==> src/rtl/hazard_ctrl.sv <==
// hazard_ctrl: load-use stall and taken-branch flush sequencer for the
// 5-stage RISC-V pipeline. Drives the PC enable, IF_ID hold/zero controls
// and ID_EX bubble insertion, and counts stall and flush events.
module hazard_ctrl #(
  parameter int STALL_CYCLES = 1,
  parameter int FLUSH_CYCLES = 2,
  parameter int CNT_W        = 32
) (
  input  logic             clk,
  input  logic             reset,
  input  logic [4:0]       id_rs1,
  input  logic [4:0]       id_rs2,
  input  logic             id_uses_rs1,
  input  logic             id_uses_rs2,
  input  logic [4:0]       ex_rd,
  input  logic             ex_mem_read,
  input  logic             ex_branch_taken,
  output logic             pc_write,
  output logic             is_stall,
  output logic             is_flush,
  output logic             id_ex_bubble,
  output logic [1:0]       state,
  output logic [CNT_W-1:0] stall_events,
  output logic [CNT_W-1:0] flush_events
);

  typedef enum logic [1:0] {
    IDLE   = 2'd0,
    STALL  = 2'd1,
    FLUSH  = 2'd2,
    UNUSED = 2'd3
  } state_e;

  // Count reloaded on entry: the detection cycle itself is the first cycle.
  localparam logic [3:0] STALL_RELOAD = 4'(STALL_CYCLES - 1);
  localparam logic [3:0] FLUSH_RELOAD = 4'(FLUSH_CYCLES - 1);

  state_e           state_q, state_d;
  logic [3:0]       cnt_q, cnt_d;
  logic [CNT_W-1:0] stall_events_q, flush_events_q;
  logic             stall_inc, flush_inc;
  logic             lu;

  // Load-use hazard: a load in EX writes a register the ID instruction reads.
  always_comb begin
    lu = ex_mem_read && (ex_rd != 5'd0) &&
         ((id_uses_rs1 && (id_rs1 == ex_rd)) ||
          (id_uses_rs2 && (id_rs2 == ex_rd)));
  end

  // Next-state and control outputs; a taken branch overrides everything.
  always_comb begin
    state_d      = state_q;
    cnt_d        = cnt_q;
    pc_write     = 1'b1;
    is_stall     = 1'b0;
    is_flush     = 1'b0;
    id_ex_bubble = 1'b0;
    stall_inc    = 1'b0;
    flush_inc    = 1'b0;

    if (ex_branch_taken) begin
      is_flush     = 1'b1;
      id_ex_bubble = 1'b1;
      flush_inc    = 1'b1;
      if (FLUSH_CYCLES > 1) begin
        state_d = FLUSH;
        cnt_d   = FLUSH_RELOAD;
      end else begin
        state_d = IDLE;
        cnt_d   = 4'd0;
      end
    end else begin
      case (state_q)
        IDLE: begin
          if (lu) begin
            pc_write     = 1'b0;
            is_stall     = 1'b1;
            id_ex_bubble = 1'b1;
            stall_inc    = 1'b1;
            if (STALL_CYCLES > 1) begin
              state_d = STALL;
              cnt_d   = STALL_RELOAD;
            end
          end
        end
        STALL: begin
          pc_write     = 1'b0;
          is_stall     = 1'b1;
          id_ex_bubble = 1'b1;
          if (cnt_q <= 4'd1) begin
            state_d = IDLE;
            cnt_d   = 4'd0;
          end else begin
            cnt_d = cnt_q - 4'd1;
          end
        end
        FLUSH: begin
          is_flush     = 1'b1;
          id_ex_bubble = 1'b1;
          if (cnt_q <= 4'd1) begin
            state_d = IDLE;
            cnt_d   = 4'd0;
          end else begin
            cnt_d = cnt_q - 4'd1;
          end
        end
        default: begin
          state_d = IDLE;
          cnt_d   = 4'd0;
        end
      endcase
    end

    // Pipeline is frozen with every control low while reset is held.
    if (reset) begin
      pc_write     = 1'b0;
      is_stall     = 1'b0;
      is_flush     = 1'b0;
      id_ex_bubble = 1'b0;
      stall_inc    = 1'b0;
      flush_inc    = 1'b0;
    end
  end

  // State, sequence counter and wrap-around event counters.
  always_ff @(posedge clk or posedge reset) begin
    if (reset) begin
      state_q        <= IDLE;
      cnt_q          <= 4'd0;
      stall_events_q <= '0;
      flush_events_q <= '0;
    end else begin
      state_q <= state_d;
      cnt_q   <= cnt_d;
      if (stall_inc) stall_events_q <= stall_events_q + CNT_W'(1);
      if (flush_inc) flush_events_q <= flush_events_q + CNT_W'(1);
    end
  end

  assign state        = state_q;
  assign stall_events = stall_events_q;
  assign flush_events = flush_events_q;

endmodule

==> config.mk <==
export PLATFORM = sky130hd
export DESIGN_NAME = hazard_ctrl
export DESIGN_NICKNAME = d
export VERILOG_FILES = /design/src/rtl/hazard_ctrl.sv
export SDC_FILE = /design/constraint.sdc
export NUM_CORES = 1
export LEC_CHECK = 0
export BUFFER_PORTS_ARGS = -buffer_cell sky130_fd_sc_hd__buf_2
export CELL_PAD_IN_SITES_DETAIL_PLACEMENT = 0
export CELL_PAD_IN_SITES_GLOBAL_PLACEMENT = 1
export CORE_AREA = 2 2 89 99
export CTS_CLUSTER_SIZE = 30
export DETAILED_ROUTE_END_ITERATION = 7
export DIE_AREA = 0 0 91 101
export PLACE_DENSITY = 0.88
export RECOVER_POWER = 50
export SYNTH_ARGS = -nofsm -noshare
export SYNTH_HDL_FRONTEND = slang
export SYNTH_SLANG_ARGS = --single-unit
==> constraint.sdc <==
create_clock -name clk -period 4.1 [get_ports clk]
set_clock_uncertainty 0.2 [all_clocks]
set_input_delay 0.41 -clock clk [delete_from_list [all_inputs] [get_ports clk]]
set_output_delay 0.41 -clock clk [all_outputs]
set_load 0.1 [all_outputs]
==> results.md, run 1 <==
* Leak Pwr at 2.13 nW
* Worst setup endpoint: id_ex_bubble
* Routed Antenna Nets at 0
* Clk root buf: clkbuf_8
* Setup Fix Bufs, Post-CTS at 0
* Worst reg2reg endpoint: flush_events[26]$_DFFE_PP0P_
* Routed wire length at 7.29 mm
* Sequential cell area at around 1700 um^2
* Highest clock rate at 358 MHz
* Number of diodes at 0
* Clock Latency Late Sink at about 0.34 ns
* Worst slew margin at -0.129
* Fin cells at 541
* DRC errors left at 0
* Critical path depth in cells at 8
* Crit. End Element: output port
* Initial antenna violation count at 0
* IO Port Bufs at 89
* Critical Setup Path Class: primary input to output port
* Yosys top cell area share at 0.493
* Largest net degree at the start of global routing at 70
* Max FO, Critical Path at 32
* Clk buf depth at 2
* Share of cells above drive strength 1 at 0.244
* Async SR Flop Fraction at 1.00
* R2R Setup Slk at 1.81 ns
* #FFs+latches synth at 69
* Post-synth cell types at 47
* Post-Place Worst Slack at 1.29 ns
* CP Buf/Inv Count at 3
* Post-DP HPWL at 5.23 mm
* Critical path origin: ex_rd[3]
* Hold Vio Cnt, Final at 0
* Post-synthesis average cell area at 10.6 um^2
* Worst Tran Pin Value at ~1.7 ns
* Final worst slack at between 1 and 1.5 ns
* Inserted Clock Buffers at 9
* Tcrit/Tclk final at 0.681
* H-tree levels at 3
* Placed cell count at 525
* Fin nets at 450
* Status: finished, violations left
* Worst-path clk slew at around 0.07 ns
* Fin. max-slew vios at 70
* GR Overflow Total at 0
* Synth Flop Type: dfrtp_1
* Total Power at 1.78 mW
* RR Startpoint: flush_events[0]$_DFFE_PP0P_
* Sequential share of the synthesized area at 0.493
* Cells along the critical path: buf_2, xor2_1, nor4_1, a32oi_2, buf_4, nor2_1, o31a_1, buf_2
* DR WL/cell at about 13 um
* Chip height at 101 um
* Top post-synthesis cells by area: dfrtp_1 (49%), xor2_1 (11%), xnor2_1 (6.7%)
* Area of the multi-input gates at roughly 1700 um^2
* Worst reg-to-reg path cell count at 6
* CP dominant cell by count: buf_2
* Class of the worst hold path: primary input to register
* Mapped cell area at 3500 um^2
* EDFF count, synth at 0
* Final Wtd Congestion at 0.792
* CP top delay family: buffers and inverters
* Detailed-route via count at 2,724
* # resized after CTS at 0
* Synthesized net count at 355
* Horizontal die dimension at 91 um
* Count leader, synth: dfrtp_1
* Worst hold slack at 0.247 ns
* Initial DRT Pass Iterations at 4
* Largest area contributor in the netlist: dfrtp_1
* Crit start category: primary input
* Max-cap violations at 1
* Violated checks: max-capacitance violations, max-slew violations
* First-pass GRT wire length at 12.6 mm
* Setup Viol. Count Final at 0
* Hold-fix buffers at CTS at 0
* Initial core utilization at 0.426
* Syn. warnings at 0
* Synth-to-Final Area Change at 21.9%
* I/O pins at 91
* DR iter-0 viols at 78
* CTS tree: done
* Synthesized instance count at 330
* Mean number of vias per cell at ~5.0
* Core Region at approximately 8200 um^2
* Synth cell count leaders: dfrtp_1 (69), xor2_1 (45), nor2_1 (32)
* Total GRT Usage at 0.169
* Row count at 35
* Worst Path Required at 3.49 ns
* Largest stage delay, worst path at 0.42 ns
* Slowest stage cell, crit path: buf_2
* Setup TNS at 0 ns
* RSZ-0062 raised after global routing: no
* DIE AREA at 9190 um^2
* Crit path arrival time at ~2.2 ns
* Cell area power density at between 400 and 500 nW/um^2
* Worst vdd ir at 0.000196 V
* CTS sink cnt at 69
* Vias in the first global route at 2,679
* Fillers at between 800 and 900
* Period minus WS final at 2.79 ns
[how the worst min path moves through the flow]
stage	from	endpoint	slack, ns	cells after the start
after global placement	flush_events[31]$_DFFE_PP0P_	flush_events[31]$_DFFE_PP0P_	0.25	1
after floorplan	cnt_q[1]$_DFFE_PP0N_	cnt_q[1]$_DFFE_PP0N_	0.30	2
final	ex_branch_taken	cnt_q[1]$_DFFE_PP0N_	0.25	2
after detailed placement	flush_events[31]$_DFFE_PP0P_	flush_events[31]$_DFFE_PP0P_	0.26	1
after global routing	ex_branch_taken	cnt_q[3]$_DFFE_PP0N_	0.26	2
after CTS	ex_branch_taken	cnt_q[1]$_DFFE_PP0N_	0.14	2
[per-layer routing]
layer,global-route usage,vias to the layer above,share of wire
li1,-,1322,-
met5,0,-,0
met3,0.0509,7,0.049
met4,0.0420,0,0.0084
met1,0.200,1316,0.44
met2,0.300,79,0.50
[kinds of logic (layout without fill, tap and decap cells)]
group,Yosys count,in the layout,synth area share
DFF,69,69,0.493
other,1,1,0.00107
AOI/OAI and AO/OA,10,10,0.0243
and+or+nand+nor,152,152,0.255
xor gates and xnor gates,72,72,0.180
muxes,2,2,0.00607
adders and majority gates,4,4,0.0143
buffers and inverters,20,120,0.0268
[state kept, by name, indices dropped and copies added (netlist names)]
| register | count |
|---|---|
| flush_events | 32 |
| stall_events | 32 |
| state | 1 |
| cnt_q | 4 |
[worst register-to-register path: stages, from the launching register on]
cell	delay [ns]
dfrtp_1	0.40
ha_1	0.20
nand4_1	0.17
nor4_1	0.72
nand2_1	0.18
nor2_1	0.17
xor2_1	0.16
[cells in the final DEF (no fill, tap or decap), drive strengths merged, types with 2 or more instances in the layout]
cell    instances
dfrtp          69
buf            68
xor2           45
clkbuf         35
nor2           32
nand2          29
xnor2          27
nand4          23
nor3           19
nand3          14
inv            12
nor4           12
ha              4
nor4b           3
a21oi           3
and4            2
nand4b          2
nand2b          2
bufinv          2
and2            2
and3            2
clkinv          2
or2             2
[power by group]
group / internal [mW] / switching (mW)
combinational: 0.0711 / 0.322
sequential: 0.714 / 0.0431
clock: 0.377 / 0.254
[area by class of cell]
| type | instances | area share |
|---|---|---|
| Clock buffer | 11 | 0.0355 |
| Clock inverter | 5 | 0.0190 |
| Inverter | 12 | 0.0105 |
| Multi-Input combinational cell | 241 | 0.396 |
| Sequential cell | 69 | 0.404 |
| Tap cell | 111 | 0.0325 |
| Timing Repair Buffer | 92 | 0.102 |
[metrics by stage]
| step | utilization | cell area (um^2) |
|---|---|---|
| after CTS | 0.522 | 4300 |
| after floorplan | - | 3500 |
| after detailed placement | 0.494 | 4070 |
| after global routing | 0.519 | 4270 |
| after global placement | 0.494 | 4070 |
| final | 0.519 | 4270 |
Power figures use the tool's default switching activity.
==> inputs of run 2 (changes only) <==
- ABC_AREA: default -> 1
- CORE_AREA: 2 2 89 99 -> 2 2 104 116
- DIE_AREA: 0 0 91 101 -> 0 0 106 118
- PLACE_DENSITY: 0.88 -> 0.85
- clock period: 4.1 -> 2.85 ns (I/O delays scaled with it)
==> run 2 against run 1 <==
Compared with the run above:
- the flow now finishes without violations
- critical path depth down 4
- first-iteration DRC count is 110% higher
- sequential share of layout area decreased by 8.0 points
- utilization down 4.9 points
- via count rose by 50%
==> results.md, run 2 <==
* Async SR Flop Fraction at 1.00 (unchanged)
* Synthesized instance count at 604 (+83%)
* #FFs+latches synth at 69 (unchanged)
* Worst vdd ir at 0.000683 V (+250%)
* Initial antenna violation count at 0 (unchanged)
* DR iter-0 viols at 162 (+110%)
* Hold-fix buffers at CTS at 0 (unchanged)
* Worst Tran Pin Value at 1.32 ns (-0.377 ns)
* Post-synth cell types at 33 (-30%)
* Critical Setup Path Class: register to output port
* Worst slew margin at 0.123 (+0.251)
* Largest net degree at the start of global routing at 50 (-29%)
* Hold Vio Cnt, Final at 0 (unchanged)
* Initial core utilization at 0.393 (-0.0327)
* Crit start category: register
* Clk buf depth at 2 (unchanged)
* Synthesized net count at 629 (+77%)
* Synth cell count leaders: nand2_1 (161), inv_1 (108), dfrtp_1 (69)
* Worst hold slack at 0.0267 ns (-0.220 ns)
* Fin. max-slew vios at 0 (-100%)
* Setup TNS at 0 ns (unchanged)
* First-pass GRT wire length at 18.5 mm (+47%)
* Fin nets at 726 (+61%)
* Final instance area at 5330 um^2 (+25%)
* Detailed-route via count at 4,098 (+50%)
* Fin cells at 854 (+58%)
* Hold_sp: ex_branch_taken
* Cell area power density at 588 nW/um^2 (+41%)
* RSZ-0062 raised after global routing: no
* Synth Flop Type: dfrtp_1
* Worst-path clk slew at 0.05 ns (-0.02 ns)
* Sequential share of the synthesized area at 0.388 (-0.105)
* Chip height at 118 um (+17%)
* Total GRT Usage at 0.182 (+0.0130)
* Worst reg-to-reg path cell count at 10 (+4)
* Largest area contributor in the netlist: dfrtp_1
* Leak Pwr at 2.86 nW (+34%)
* Period minus WS final at 2.38 ns
* Worst reg2reg endpoint: stall_events[24]$_DFFE_PP0P_
* Row count at 41 (+17%)
* Clk network pwr share at 0.351 (-0.003)
* Share of cells above drive strength 1 at 0.175 (-0.0695)
* Top post-synthesis cells by area: dfrtp_1 (39%), nand2_1 (14%), inv_1 (9.1%)
* R2R Setup Slk at 0.79 ns (-1.02 ns)
* Class of the worst hold path: primary input to register
* Crit path arrival time at 1.89 ns (-0.29 ns)
* Initial DRT Pass Iterations at 4 (unchanged)
* Reg power frac at 0.363 (-0.062)
* Post-DP HPWL at 8.49 mm (+62%)
* Core Region at 11,300 um^2 (+38%)
* Setup Fix Bufs, Post-CTS at 0 (unchanged)
* Max-cap violations at 0 (-1)
* Post-Place Worst Slack at 0.740 ns (-0.548 ns)
* Most frequent cells in the layout: nand2_1 (163), inv_1 (110), dfrtp_1 (69), buf_2 (69), nor2_1 (53)
* Max FO, Critical Path at 8 (-75%)
* Routed Antenna Nets at 0 (unchanged)
* Status: complete, no violations
* Number of diodes at 0 (unchanged)
* Switching share of power at 0.394 (+0.0466)
* Cell Area, Placed at 5090 um^2 (+25%)
* Highest clock rate at 420 MHz
* Setup Viol. Count Final at 0 (unchanged)
* I/O pins at 91 (unchanged)
* Finished Core Util at 0.470 (-0.0488)
* Worst min-delay path endpoint: cnt_q[0]$_DFFE_PP0N_
* Routed wire length at 11.0 mm (+51%)
* Final worst slack at 0.471 ns (-0.839 ns)
* Comb pwr share at 0.286 (+0.065)
* GR Overflow Total at 0 (unchanged)
* EDFF count, synth at 0 (unchanged)
* DIE AREA at 12,500 um^2 (+36%)
* Most common cell after layout, fill and taps aside: nand2_1
* Mean number of vias per cell at 4.80 (-4.7%)
* Post-synthesis average cell area at 7.37 um^2 (-31%)
* NetSw at 1.23 mW (+100%)
* CTS tree: done
* CTS sink cnt at 69 (unchanged)
* Placed cell count at 840 (+60%)
* Worst Path Required at 2.37 ns (-1.12 ns)
* Mapped cell area at 4450 um^2 (+27%)
* Vias in the first global route at 3,912 (+46%)
* Internal power component at 1.90 mW (+63%)
* Tcrit/Tclk final at 0.835
* Count leader, synth: nand2_1
* # resized after CTS at 0 (unchanged)
* Crit. End Element: output port
* DRC errors left at 0 (unchanged)
* Synth-to-Final Area Change at 19.6%
* Hold path depth at 3 (+1)
* Yosys top cell area share at 0.388 (-0.105)
* RR Startpoint: stall_events[0]$_DFFE_PP0P_
* IO Port Bufs at 89 (unchanged)
* DR WL/cell at 12.9 um (-4.3%)
* Inserted Clock Buffers at 9 (unchanged)
* Clock Latency Late Sink at 0.33 ns (about the same)
* H-tree levels at 3 (unchanged)
* Total Power at 3.13 mW (+76%)
* Horizontal die dimension at 106 um (+16%)
* Syn. warnings at 0 (unchanged)
* Clk root buf: clkbuf_16
* Final Wtd Congestion at 0.886 (+12%)
[run 2: cell types whose count changed after synthesis, moves of 7 or more]
cell / before / now
nand3_2: 0 / 12
o21ai_0: 1 / 10
nand2_1: 29 / 161
nor2_1: 32 / 52
inv_1: 12 / 108
xor2_1: 45 / 20
o21bai_1: 0 / 30
xnor2_1: 27 / 10
nand3_1: 14 / 46
inv_2: 0 / 7
nand4_1: 21 / 14
[run 2: layout make-up]
class | count | area, um^2
clock buffers | 10 | 239
multi-input cells | 412 | 2220
fillers | 1168 | 6010
inverters | 117 | 439
flip-flops and latches | 69 | 1730
well taps | 150 | 188
clock inverters | 4 | 50.0
repair buffers | 92 | 469
[run 2: per-layer routing]
layer  part of all wire  GRT usage
met3              0.043     0.0482
met2               0.51      0.319
met4             0.0087     0.0411
met5                  0          0
met1               0.44      0.222
[run 2: critical path, cell delays in order, from the launching register on]
cell and delay [ns]:
dfrtp_1 0.41, nor2_1 0.41, inv_1 0.19, nor2_4 0.33, buf_12 0.22
[run 2: worst max path at each step]
stage	from	endpoint	slack [ns]
2_1_floorplan	state[1]$_DFFE_PP0P_	id_ex_bubble	-0.31
3_3_place_gp	ex_branch_taken	stall_events[24]$_DFFE_PP0P_	0.81
3_5_place_dp	ex_branch_taken	stall_events[15]$_DFFE_PP0P_	0.74
4_1_cts	state[1]$_DFFE_PP0P_	is_stall	0.45
5_1_grt	state[1]$_DFFE_PP0P_	is_stall	0.31
6_report	state[1]$_DFFE_PP0P_	is_stall	0.47
[run 2: cell families after synthesis]
family          after synthesis  synth area share
xor+xnor                     30            0.0590
fa+ha+maj                     4            0.0112
buf+inv                     123             0.111
flops                        69             0.388
compound gates               43            0.0657
simple gates                334             0.365
other cells                   1          0.000842
[run 2: power groups by stage]
stage,registers [mW],clock network (mW),logic [mW]
6_report,1.14,1.10,0.895
5_1_grt,1.15,1.17,0.957
4_1_cts,1.14,1.12,0.914
3_5_place_dp,1.15,0,0.912
3_3_place_gp,1.15,0,0.904
2_1_floorplan,1.62,0,0.278
==> inputs of run 3 (changes only) <==
- clock period: 2.85 -> 2.2 ns (I/O delays scaled with it)
==> run 3 against run 2 <==
Compared with the run above:
- the flow now finishes with violations (negative hold slack)
- clock-buffer cell count is 3 higher
- via count is 0.93% higher
- design area is 3.2% higher
- clock power is 37% higher
- largest cell class unchanged
==> results.md, run 3 (synthesized netlist as in run 2, its figures left out) <==
* Synth-to-Final Area Change at 23.5%
* Chip height at 118 um (unchanged)
* Period minus WS final at between 1.5 and 2 ns
* Detailed-route via count at 4,136 (+0.93%)
* Worst vdd ir at 0.00152 V (+120%)
* Initial antenna violation count at 0 (unchanged)
* Clk root buf: clkbuf_16
* Class of the worst hold path: primary input to register
* Inserted Clock Buffers at 9 (unchanged)
* Routed Antenna Nets at 0 (unchanged)
* Row count at 41 (unchanged)
* CTS tree: done
* CTS sink cnt at 69 (unchanged)
* Slowest stage cell, crit path: dfrtp_4
* Crit path arrival time at 1.98 ns (+0.09 ns)
* Tcrit/Tclk final at 0.894
* Total GRT Usage at 0.187 (+0.00504)
* Setup Viol. Count Final at 0 (unchanged)
* Setup Fix Bufs, Post-CTS at 0 (unchanged)
* RSZ-0062 raised after global routing: no
* Critical path origin: stall_events[0]$_DFFE_PP0P_
* Violated checks: negative hold slack
* Most frequent cells in the layout: nand2_1 (162), inv_1 (110), buf_2 (64), nor2_1 (51), nand3_1 (46)
* Cell area power density at 763 nW/um^2 (+30%)
* Worst-path clk slew at 0.06 ns (about the same)
* Post-DP HPWL at 8.58 mm (+0.99%)
* Crit start category: register
* Highest clock rate at slightly above 500 MHz
* Critical Setup Path Class: register to register
* Initial core utilization at 0.393 (unchanged)
* Final Wtd Congestion at 0.867 (-2.1%)
* DRC errors left at 0 (unchanged)
* First-pass GRT wire length at 19.1 mm (+3.3%)
* Fin. max-slew vios at 0 (unchanged)
* Mean number of vias per cell at 4.82 (+0.46%)
* I/O pins at 91 (unchanged)
* RR Startpoint: stall_events[0]$_DFFE_PP0P_
* Horizontal die dimension at 106 um (unchanged)
* Number of diodes at 0 (unchanged)
* Crit. End Element: register
* Initial DRT Pass Iterations at 4 (unchanged)
* Hold_sp: ex_branch_taken
* Routed wire length at 11.2 mm (+1.6%)
* Largest stage delay, worst path at 0.44 ns (+0.03 ns)
* Leak Pwr at 2.92 nW (+2.2%)
* Cells along the critical path: ha_1, inv_1, nor2_2, nand2_1, nor2_4, nand2_4, nor2_8, nand3b_1, o21bai_1, nand2_1
* Clock Latency Late Sink at 0.33 ns (about the same)
* # resized after CTS at 0 (unchanged)
* Fin nets at 728 (+0.28%)
* Largest net degree at the start of global routing at 39 (-22%)
* Vias in the first global route at 4,033 (+3.1%)
* Worst Tran Pin Value at 0.944 ns (-0.372 ns)
* Worst hold slack at -0.00129 ns (-0.0280 ns)
* H-tree levels at 3 (unchanged)
* Share of cells above drive strength 1 at 0.270 (+0.0951)
* Worst slew margin at 0.371 (+0.248)
* Final worst slack at 0.234 ns (-0.237 ns)
* Max-cap violations at 0 (unchanged)
* DR WL/cell at 13.0 um (+1.2%)
* Hold-fix buffers at CTS at 0 (unchanged)
* Finished Core Util at 0.485 (+0.0150)
* Status: finished, violations left
* Clk buf depth at 2 (unchanged)
* DIE AREA at 12,500 um^2 (unchanged)
* Hold Vio Cnt, Final at 1 (+1)
* CP dominant cell by count: nand2_1
* DR iter-0 viols at 177 (+9.3%)
* Core Region at 11,300 um^2 (unchanged)
* Max FO, Critical Path at 6 (-2)
* IO Port Bufs at 89 (unchanged)
* Post-Place Worst Slack at 0.229 ns (-0.512 ns)
* Worst Path Required at 2.21 ns (-0.16 ns)
* Setup TNS at 0 ns (unchanged)
* Most common cell after layout, fill and taps aside: nand2_1
* GR Overflow Total at 0 (unchanged)
run 3: changes by cell type in the layout (fill, tap and decap cells not counted), sizes merged:
cell,change
clkinvlp,-1
buf,-1
clkbuf,+6
run 3: per-stage QoR:
| stage | total power [mW] | cell area [um^2] | cells |
|---|---|---|---|
| 4_1_cts | 4.23 | 5510 | 858 |
| 6_report | 4.19 | 5500 | 858 |
| 5_1_grt | 4.35 | 5500 | 858 |
| 3_5_place_dp | 2.71 | 5200 | 842 |
| 3_3_place_gp | 2.69 | 5200 | 842 |
| 2_1_floorplan | 2.48 | 4550 | 604 |
run 3: worst paths after layout:
kind	to	slack, ns	cells after the start
max reg2reg	stall_events[24]$_DFFE_PP0P_	0.23	10
min reg2reg	flush_events[31]$_DFFE_PP0P_	0.29	2
max in group asynchronous	stall_events[0]$_DFFE_PP0P_	0.85	3
min in group asynchronous	cnt_q[3]$_DFFE_PP0N_	0.09	3
max	stall_events[24]$_DFFE_PP0P_	0.23	10
min	cnt_q[0]$_DFFE_PP0N_	-0.001	3
run 3: where the power goes:
part	internal [mW]	switching (mW)
logic	0.217	0.967
clock network	0.969	0.545
registers	1.38	0.116
total	2.56	1.63
run 3: final cells by class:
type                       count  area (um^2)
tap                          150          188
fill                        1118         5840
multi-input combinational    412         2250
clock buffer                  13          270
sequential                    69         1780
timing repair buffer          94          526
inverter                     117          439
clock inverter                 3         42.5
run 3: routing by layer:
layer	wire length, um	global-route usage	part of all wire
met1	4920	0.236	0.44
met2	5700	0.329	0.51
met3	454	0.0282	0.041
met4	114	0.0510	0.010
met5	0	0	0
run 3: worst max-delay path, delay by kind of cell, from the launching register on:
family,cells,cell delay (ns)
flops,1,0.44
fa+ha+maj,1,0.20
simple gates,7,0.81
buf+inv,1,0.07
compound gates,1,0.14
